[src/rtl/intr_ctrl.sv]
// intr_ctrl: interrupt request collector and vectoring stage for the microsequencer.
// Latency: i_req sampled into pending at edge N, offered (o_irq=1) at edge N+1.
// Backpressure: a single offer is held stable until i_ack. New requests keep accumulating in pending meanwhile.
//
// Ports:
//   clk, reset         rising-edge clock, asynchronous active-high reset
//   i_req              level-sampled request lines, bit 0 = highest priority
//   i_mask             1 = source may compete, 0 = source is held pending only
//   i_clr, i_clr_num   software clear of one pending bit
//   i_tab_we/addr/data vector table write port (synchronous write)
//   i_ack              sequencer accepted the current offer
//   o_irq              an interrupt is being offered
//   o_num, o_vector    offered interrupt number and its microcode address
//   o_pending          pending register, for trace/debug
//
// Build option: define INTR_NMI_EN to make sources 0 and 1 non-maskable.

module intr_ctrl #(
    parameter int NINTR = 32,
    parameter int VEC_W = 12
) (
    input  logic             clk,
    input  logic             reset,
    input  logic [NINTR-1:0] i_req,
    input  logic [NINTR-1:0] i_mask,
    input  logic             i_clr,
    input  logic [4:0]       i_clr_num,
    input  logic             i_tab_we,
    input  logic [4:0]       i_tab_addr,
    input  logic [VEC_W-1:0] i_tab_data,
    input  logic             i_ack,
    output logic             o_irq,
    output logic [4:0]       o_num,
    output logic [VEC_W-1:0] o_vector,
    output logic [NINTR-1:0] o_pending
);

    localparam int AW = (NINTR > 1) ? $clog2(NINTR) : 1;
    localparam logic [NINTR-1:0] ONE = NINTR'(1);

    typedef enum logic [1:0] {
        IDLE   = 2'd0,
        OFFER  = 2'd1,
        SETTLE = 2'd2
    } state_t;

    state_t            state_q, state_d;
    logic [NINTR-1:0]  pend_q;
    logic [NINTR-1:0]  pend_d;
    logic [4:0]        num_q, num_d;
    logic [VEC_W-1:0]  vec_q, vec_d;
    logic [VEC_W-1:0]  tab [NINTR];

    logic              ack_fire;
    logic [NINTR-1:0]  clr_oh;
    logic [NINTR-1:0]  ack_oh;
    logic [NINTR-1:0]  tab_we_oh;
    logic [NINTR-1:0]  eff_mask;
    logic [NINTR-1:0]  req_m;
    logic [AW-1:0]     cand_idx;
    logic              cand_vld;

    // The offer is defined purely by the state register so that an
    // asynchronous reset withdraws it immediately.
    assign o_irq     = (state_q == OFFER);
    assign o_num     = num_q;
    assign o_vector  = vec_q;
    assign o_pending = pend_q;

    // Acks arriving while nothing is offered have no effect.
    assign ack_fire = o_irq & i_ack;

    // One-hot decodes by shifting: any index >= NINTR shifts out of the
    // vector and therefore touches nothing.
    assign clr_oh    = i_clr    ? (ONE << i_clr_num)  : '0;
    assign ack_oh    = ack_fire ? (ONE << o_num)      : '0;
    assign tab_we_oh = i_tab_we ? (ONE << i_tab_addr) : '0;

`ifdef INTR_NMI_EN
    // Memory block absent and multiple error cannot be masked off.
    localparam logic [NINTR-1:0] NMI_BITS = NINTR'(3);
    assign eff_mask = i_mask | NMI_BITS;
`else
    assign eff_mask = i_mask;
`endif

    // Set has priority over both clear sources so a request raised in
    // the same cycle as its own ack or software clear is never lost.
    assign pend_d = (pend_q & ~(clr_oh | ack_oh)) | i_req;

    // Candidate comes from the registered pending bits, never directly
    // from i_req; this is what gives the one-edge request-to-offer delay.
    assign req_m    = pend_q & eff_mask;
    assign cand_vld = |req_m;

    always_comb begin
        cand_idx = '0;
        // Scan from the top so the lowest set index is the last writer.
        for (int b = NINTR - 1; b >= 0; b--) begin
            if (req_m[b]) begin
                cand_idx = AW'(b);
            end
        end
    end

    // Pending register
    always_ff @(posedge clk or posedge reset) begin
        if (reset) begin
            pend_q <= '0;
        end else begin
            pend_q <= pend_d;
        end
    end

    // Vector table: synchronous write, combinational read. A write and an
    // IDLE latch of the same entry on one edge latch the old contents,
    // because the read below sees the pre-edge table value.
    always_ff @(posedge clk or posedge reset) begin
        if (reset) begin
            for (int b = 0; b < NINTR; b++) begin
                tab[b] <= '0;
            end
        end else begin
            for (int b = 0; b < NINTR; b++) begin
                if (tab_we_oh[b]) begin
                    tab[b] <= i_tab_data;
                end
            end
        end
    end

    // State and offer registers
    always_ff @(posedge clk or posedge reset) begin
        if (reset) begin
            state_q <= IDLE;
            num_q   <= '0;
            vec_q   <= '0;
        end else begin
            state_q <= state_d;
            num_q   <= num_d;
            vec_q   <= vec_d;
        end
    end

    // Next-state logic. Number and vector are captured only in IDLE, so
    // during OFFER they ignore mask changes, new higher-priority requests
    // and table rewrites.
    always_comb begin
        state_d = state_q;
        num_d   = num_q;
        vec_d   = vec_q;
        unique case (state_q)
            IDLE: begin
                if (cand_vld) begin
                    num_d   = 5'(cand_idx);
                    vec_d   = tab[cand_idx];
                    state_d = OFFER;
                end
            end
            OFFER: begin
                if (ack_fire) begin
                    state_d = SETTLE;
                end
            end
            SETTLE: begin
                // Dead cycle: the acked bit's clear is visible before the
                // next priority evaluation.
                state_d = IDLE;
            end
            default: begin
                state_d = IDLE;
            end
        endcase
    end

endmodule

[config.mk]
export PLATFORM = sky130hd
export DESIGN_NAME = intr_ctrl
export DESIGN_NICKNAME = d
export VERILOG_FILES = /design/src/rtl/intr_ctrl.sv
export SDC_FILE = /design/constraint.sdc
export NUM_CORES = 1
export LEC_CHECK = 0
export CORE_MARGIN = 5
export CORE_UTILIZATION = 45
export DETAILED_ROUTE_END_ITERATION = 10
export GPL_TIMING_DRIVEN = 1
export PLACE_DENSITY_LB_ADDON = 0.2
export SLEW_MARGIN = 10
export SYNTH_ARGS = -nofsm -noshare
export SYNTH_HDL_FRONTEND = slang
export SYNTH_SLANG_ARGS = --single-unit
[constraint.sdc]
create_clock -name clk -period 13.8 [get_ports clk]
set_clock_uncertainty 0.05 [all_clocks]
set_input_delay 1.38 -clock clk [delete_from_list [all_inputs] [get_ports clk]]
set_output_delay 1.38 -clock clk [all_outputs]
set_load 0.01 [all_outputs]
==> metrics.md, run 1 <==
| Metric | Value |
|---|---|
| Setup bufs post-CTS | `0` |
| Initial antenna violation count | `0` |
| Leakage power | `10.6 nW` |
| Worst Setup Slack, final | `8.57 ns` |
| Via count | `roughly 16000` |
| Post-synth EDFFs | `0` |
| YS warnings | `0` |
| Post-Syn Area | `0.0210 mm2` |
| Share of layout cells above drive strength 1 | `0.289` |
| WHS | `0.451 ns` |
| Worst Path Max Fanout | `70` |
| Seq/Total Area, Yosys | `0.518` |
| Final ANT Viol Nets | `0` |
| Startpoint types | `input port` |
| Root buffer cell | `clkbuf_16` |
| WHS Path Cells | `1` |
| Hpwl dp | `40.9 mm` |
| Hold endpoint | `tab[45]` |
| Remaining DRCs | `0` |
| Row Count | `between 70 and 80` |
| Vias in the first global route | `15500` |
| Hold Path Class | `register to register` |
| Final wirelength | `64.8 mm` |
| Max_cap viols | `0` |
| Fin crit share | `0.379` |
| CTS Buf Count | `48` |
| Layout Utilization | `0.529` |
| Yosys top cell by area | `dfrtp_1` |
| CTS resizes | `0` |
| Drt first-iter violations | `between 1000 and 1500` |
| Core area | `approximately 0.046 mm2` |
| TritonCTS clock tree | `built` |
| Setup CP Type | `input port to register` |
| IO Pins | `roughly 140` |
| Final setup viols | `0` |
| Initial Util | `0.453` |
| Die X-Extent | `226 um` |
| Slew headroom | `0.165` |
| Slowest cell on crit path | `buf_4` |
| Synth cell types | `70` |
| Status | `complete, no violations` |
| Pre-antenna DRT Iters | `5` |
| Hold Buf Count CTS | `0` |
| Yosys reg bits | `approximately 440` |
| Worst setup EP type | `register` |
| Top_reg_cell synth | `dfrtp_1` |
| Min Tclk post-route | `approximately 5.2 ns` |
| Dpl ws | `8.03 ns` |
| R2r setup slk | `9.34 ns` |
| Largest net degree at the start of global routing | `161` |
| Final Hold Viols | `0` |
| DR WL/cell | `25.8 um` |
| Worst Path Required | `14.20 ns` |
| Ordered cell list for the critical path | `clkdlybuf4s50_1, and2_1, a221o_1, a31oi_1, o2111ai_4, nand3_4, buf_4, a21oi_1, a311oi_1, a311o_1, nand4b_1` |
| Share of the synthesized area in the top cell type | `0.518` |
| Synth area leaders | `dfrtp_1 (52%), mux2_2 (21%), mux2i_1 (3.9%), nand2_1 (3.6%), clkbuf_1 (1.7%)` |
| # fillers | `3983` |
| Crit Reg-Reg Startpoint | `o_pending[21]` |
| Routability cong. | `0.915` |
| First-pass GRT wire length | `98.5 mm` |
| Pwr/cell area | `153 mW/mm2` |
| Start point of the worst hold path | `tab[45]` |
| Area Overhead vs Synth | `16.7%` |
| Diodes inserted | `0` |
| DR vias/cell | `6.19` |
| Clock latency on the worst-skew pair | `between 0.5 and 0.6 ns` |
| # nets final | `between 1500 and 2000` |
| H-Tree Depth | `2` |
| Total GRT Usage | `0.252` |
| Syn nets | `1862` |
| Max Freq | `191 MHz` |
| Port bufs | `140` |
| Die footprint | `0.0511 mm2` |
| Syn Area/Cell | `11.9 um2` |
| R2R depth | `10` |
| CP arrival | `5.62 ns` |
| Slew Limit Fails | `0` |
| Post-route setup TNS | `0 ns` |
| Die Ht | `226 um` |
| Worst-path clk slew | `around 0.060 ns` |
| Ys async rst share | `1.00` |
| Worst-Margin Slew | `between 1 and 1.5 ns` |
| Largest stage delay on the critical path | `about 0.87 ns` |
| VDD IR max | `0.000111 V` |
| Reg-to-Reg End | `o_vector[0]` |
| Clock Path Buffers | `3` |
| Total gr overflow | `0` |
| CTS Sinks | `435` |
| Post-synthesis cell count | `between 1500 and 2000` |
| RSZ-0062 raised after global routing | `no` |
worst max-delay path, delay by kind of cell:
| kind | cells | cell delay [ns] |
|---|---|---|
| compound gates | 6 | 1.73 |
| buf+inv | 2 | 1.29 |
| simple gates | 3 | 1.04 |
per-stage QoR:
stage	area (um2)	power, W	instances
global route	24500	0.00392	2510
global placement	22900	0.00244	2421
CTS	24500	0.00377	2510
floorplan	21000	0.00218	1771
finish	24500	0.00375	2510
detailed placement	22900	0.00247	2421
logic make-up after synthesis:
kind of cell	Yosys count	synth area share
AOI/OAI and AO/OA	306	0.109
buffers and inverters	143	0.0316
DFF	435	0.518
muxes	471	0.249
and+or+nand+nor	416	0.0927
state kept, by name, summed over array words and instances (netlist names):
| signal | cells |
|---|---|
| tab | 384 |
| o_pending | 32 |
| o_vector | 12 |
| o_num | 5 |
| state_q | 2 |
cells in the mapped netlist (13+ instances only):
| cell | instances |
|---|---|
| a31oi_1 | 24 |
| dfrtp_1 | 435 |
| a32oi_1 | 21 |
| a211oi_1 | 21 |
| mux2i_1 | 82 |
| o211ai_1 | 16 |
| nand2b_1 | 28 |
| o21ai_1 | 15 |
| nand3_1 | 55 |
| nand2_1 | 199 |
| nor3_1 | 26 |
| buf_2 | 18 |
| mux2_2 | 386 |
| nor2_1 | 40 |
| nand4_1 | 13 |
| a31o_2 | 13 |
| clkbuf_1 | 96 |
| o21ai_0 | 24 |
| a21oi_1 | 45 |
| o221ai_1 | 33 |
final cells by class:
cell class | count | area (um2) | share of cell area
Clock buffer | 77 | 1480 | 0.0604
Clock inverter | 12 | 125 | 0.00510
Inverter | 3 | 18.8 | 0.000765
Multi-Input combinational cell | 1193 | 9520 | 0.388
Sequential cell | 435 | 10900 | 0.444
Tap cell | 607 | 759 | 0.0310
Timing Repair Buffer | 183 | 1740 | 0.0708
routing by layer:
layer  track usage  share of wire
met5             0              0
met4        0.0856          0.036
met3        0.0426          0.070
met2         0.397           0.46
met1         0.356           0.43
worst max path at each step:
| stage | slack [ns] | cells after the start | from | to |
|---|---|---|---|---|
| after floorplan | 0.25 | 1 | reset | o_num[0] |
| after global placement | 8.10 | 11 | i_mask[21] | o_vector[11] |
| after detailed placement | 8.03 | 11 | i_mask[21] | o_vector[0] |
| after CTS | 8.65 | 11 | i_mask[21] | o_vector[0] |
| after global routing | 8.44 | 11 | i_mask[21] | o_vector[11] |
| final | 8.57 | 11 | i_mask[21] | o_vector[0] |
cells in the final DEF, fill, tap and decap left out, types with 4 or more instances in the layout:
| cell type | Yosys | final |
|---|---|---|
| a311oi_1 | 6 | 6 |
| mux2_2 | 386 | 386 |
| nor3_1 | 26 | 26 |
| nor4_1 | 5 | 4 |
| nand4_1 | 13 | 13 |
| a21boi_0 | 12 | 12 |
| nand3_1 | 55 | 55 |
| nor2_1 | 40 | 36 |
| a21oi_1 | 45 | 45 |
| nor2_2 | 0 | 4 |
| mux2i_1 | 82 | 82 |
| o21ai_0 | 24 | 24 |
| nand2b_1 | 28 | 28 |
| buf_4 | 12 | 42 |
| o21bai_1 | 5 | 5 |
| a32oi_1 | 21 | 21 |
| clkbuf_8 | 0 | 15 |
| clkbuf_16 | 0 | 49 |
| a211oi_1 | 21 | 21 |
| clkdlybuf4s50_1 | 0 | 140 |
| nor2b_1 | 8 | 7 |
| o221ai_1 | 33 | 33 |
| and2_1 | 10 | 10 |
| a22oi_1 | 9 | 9 |
| a22o_1 | 9 | 9 |
| or3_1 | 4 | 4 |
| clkbuf_1 | 96 | 13 |
| dfrtp_1 | 435 | 435 |
| o31ai_1 | 4 | 4 |
| a21o_1 | 9 | 9 |
| nand2_1 | 199 | 199 |
| a31o_2 | 13 | 13 |
| a221oi_1 | 11 | 11 |
| o211ai_1 | 16 | 16 |
| o21ai_1 | 15 | 15 |
| or2_2 | 6 | 6 |
| clkinv_2 | 0 | 5 |
| a31oi_1 | 24 | 24 |
power by group:
part | internal (W) | switching (W) | total (W)
clock | 0.000772 | 0.000530 | 0.00130
sequential | 0.00152 | 0.000153 | 0.00167
combinational | 0.000373 | 0.000406 | 0.000779
Power figures use the tool's default switching activity.
==> run 2: changes to the inputs <==
==> constraint.sdc (replaced) <==
create_clock -name clk -period 5.1 [get_ports clk]
set_clock_uncertainty 0.05 [all_clocks]
set_input_delay 0.51 -clock clk [delete_from_list [all_inputs] [get_ports clk]]
set_output_delay 0.51 -clock clk [all_outputs]
set_load 0.01 [all_outputs]
==> metrics.md, run 2 (synthesis results as in run 1) <==
| Metric | Value |
|---|---|
| Status | `complete, no violations` |
| DR vias/cell | `6.11` |
| Routability cong. | `0.888` |
| Layout Cells excl Fill | `2513` |
| Clock Path Buffers | `3` |
| DR WL/cell | `approximately 25 um` |
| Clock latency on the worst-skew pair | `approximately 0.60 ns` |
| Pre-antenna DRT Iters | `8` |
| Worst setup EP type | `register` |
| Dpl ws | `0.892 ns` |
| Hold Path Class | `input port to asynchronous set/reset pin` |
| Worst Setup Slack, final | `about 1.4 ns` |
| # nets final | `just under 2000` |
| Hpwl dp | `41.6 mm` |
| Min Tclk post-route | `around 3.7 ns` |
| Max_cap viols | `0` |
| Pwr/cell area | `413 mW/mm2` |
| Largest net degree at the start of global routing | `137` |
| Final ANT Viol Nets | `0` |
| Worst-Margin Slew | `roughly 1.2 ns` |
| Max Freq | `270 MHz` |
| CTS resizes | `0` |
| Diodes inserted | `0` |
| Total GRT Usage | `0.248` |
| Die Ht | `between 200 and 250 um` |
| Core area | `~0.046 mm2` |
| CTS Sinks | `435` |
| R2R depth | `10` |
| Max reg flops | `384` |
| Worst Path Max Fanout | `65` |
| Setup bufs post-CTS | `0` |
| Post-route cell area | `between 0.02 and 0.025 mm2` |
| Design Power | `0.0102 W` |
| Via count | `15400` |
| Hold Buf Count CTS | `0` |
| Layout Utilization | `0.530` |
| Final setup viols | `0` |
| Largest Register | `tab` |
| Area Overhead vs Synth | `16.9%` |
| Remaining DRCs | `0` |
| Slew Limit Fails | `0` |
| Startpoint types | `register` |
| Final wirelength | `64.1 mm` |
| First-pass GRT wire length | `~98 mm` |
| Slew headroom | `0.188` |
| Initial antenna violation count | `0` |
| CP arrival | `4.08 ns` |
| Port bufs | `140` |
| # fillers | `4029` |
| H-Tree Depth | `2` |
| Drt first-iter violations | `1286` |
| Multi-input gate area | `0.00951 mm2` |
| DP Cell Count | `2427` |
| CTS Buf Count | `47` |
| Initial Util | `0.453` |
| Leakage power | `10.6 nW` |
| Share of layout cells above drive strength 1 | `0.288` |
| Setup CP Type | `register to register` |
| Total gr overflow | `0` |
| Die X-Extent | `226 um` |
| Vias in the first global route | `15600` |
| Worst-path clk slew | `0.06 ns` |
| Post-place instance area | `0.0230 mm2` |
| Root buffer cell | `clkbuf_16` |
| Die footprint | `0.0511 mm2` |
| TritonCTS clock tree | `built` |
| VDD IR max | `0.000291 V` |
| IO Pins | `between 100 and 150` |
| Row Count | `79` |
| Register area | `0.0109 mm2` |
| Commonest non-fill, non-tap cells in the layout | `dfrtp_1 (435), mux2_2 (386), nand2_1 (199), clkdlybuf4s50_1 (140), mux2i_1 (82)` |
| RSZ-0062 raised after global routing | `no` |
| Fin crit share | `0.725` |
| Most common cell after layout, fill and taps aside | `dfrtp_1` |
| Final Hold Viols | `0` |
| Worst Path Required | `5.48 ns` |
run 2: cell types whose count changed in the layout (fill, tap and decap cells not counted), sizes merged:
cell / previous run / this run
clkbuf: 77 / 75
buf: 43 / 49
clkinvlp: 3 / 1
bufinv: 2 / 3
clkinv: 5 / 7
inv: 5 / 3
run 2: metal layers:
metal	vias up	track usage	share of wire	routed length, um
li1	6723	-	-	-
met1	7988	0.349	0.44	27900
met2	539	0.403	0.47	30200
met3	110	0.0396	0.068	4350
met4	0	0.0716	0.026	1640
met5	-	0	0	0
run 2: power breakdown:
part	leakage (nW)	internal, W	total, W	switching, W
Clock	0.773	0.00206	0.00347	0.00141
Combinational	4.40	0.00102	0.00214	0.00112
Sequential	5.44	0.00412	0.00454	0.000420
Total	10.6	0.00720	0.0102	0.00295
run 2: final timing paths:
kind	start	slack [ns]	endpoint
worst max-delay path	o_pending[21]	1.40	o_vector[3]
worst min-delay path	reset	0.32	tab[139]
worst max register to register	o_pending[21]	1.40	o_vector[3]
worst min register to register	tab[44]	0.45	tab[44]
max in group asynchronous	reset	3.52	tab[213]
min in group clk	i_req[30]	0.44	o_pending[30]
run 2: cell type report:
class / count / area share
Clock buffer: 75 / 0.0579
Clock inverter: 11 / 0.00590
Inverter: 3 / 0.000611
Multi-Input combinational cell: 1193 / 0.387
Sequential cell: 435 / 0.443
Tap cell: 607 / 0.0309
Timing Repair Buffer: 189 / 0.0750
run 2: metrics by stage:
| step | hold WS, ns | setup TNS, ns |
|---|---|---|
| after global placement | 0.433 | 0 |
| final | 0.325 | 0 |
| after floorplan | 0.423 | -580.86 |
| after global routing | 0.372 | 0 |
| after detailed placement | 0.440 | 0 |
| after CTS | 0.315 | 0 |
run 2: worst max-delay path: stages, from the launching register on:
cell	delay (ns)
dfrtp_1	0.41
and2_1	0.19
a221o_1	0.29
a31oi_1	0.43
o2111ai_4	0.43
nand3_4	0.39
buf_12	0.37
mux2i_1	0.29
a32oi_1	0.09
a32oi_1	0.40
nand4_1	0.13
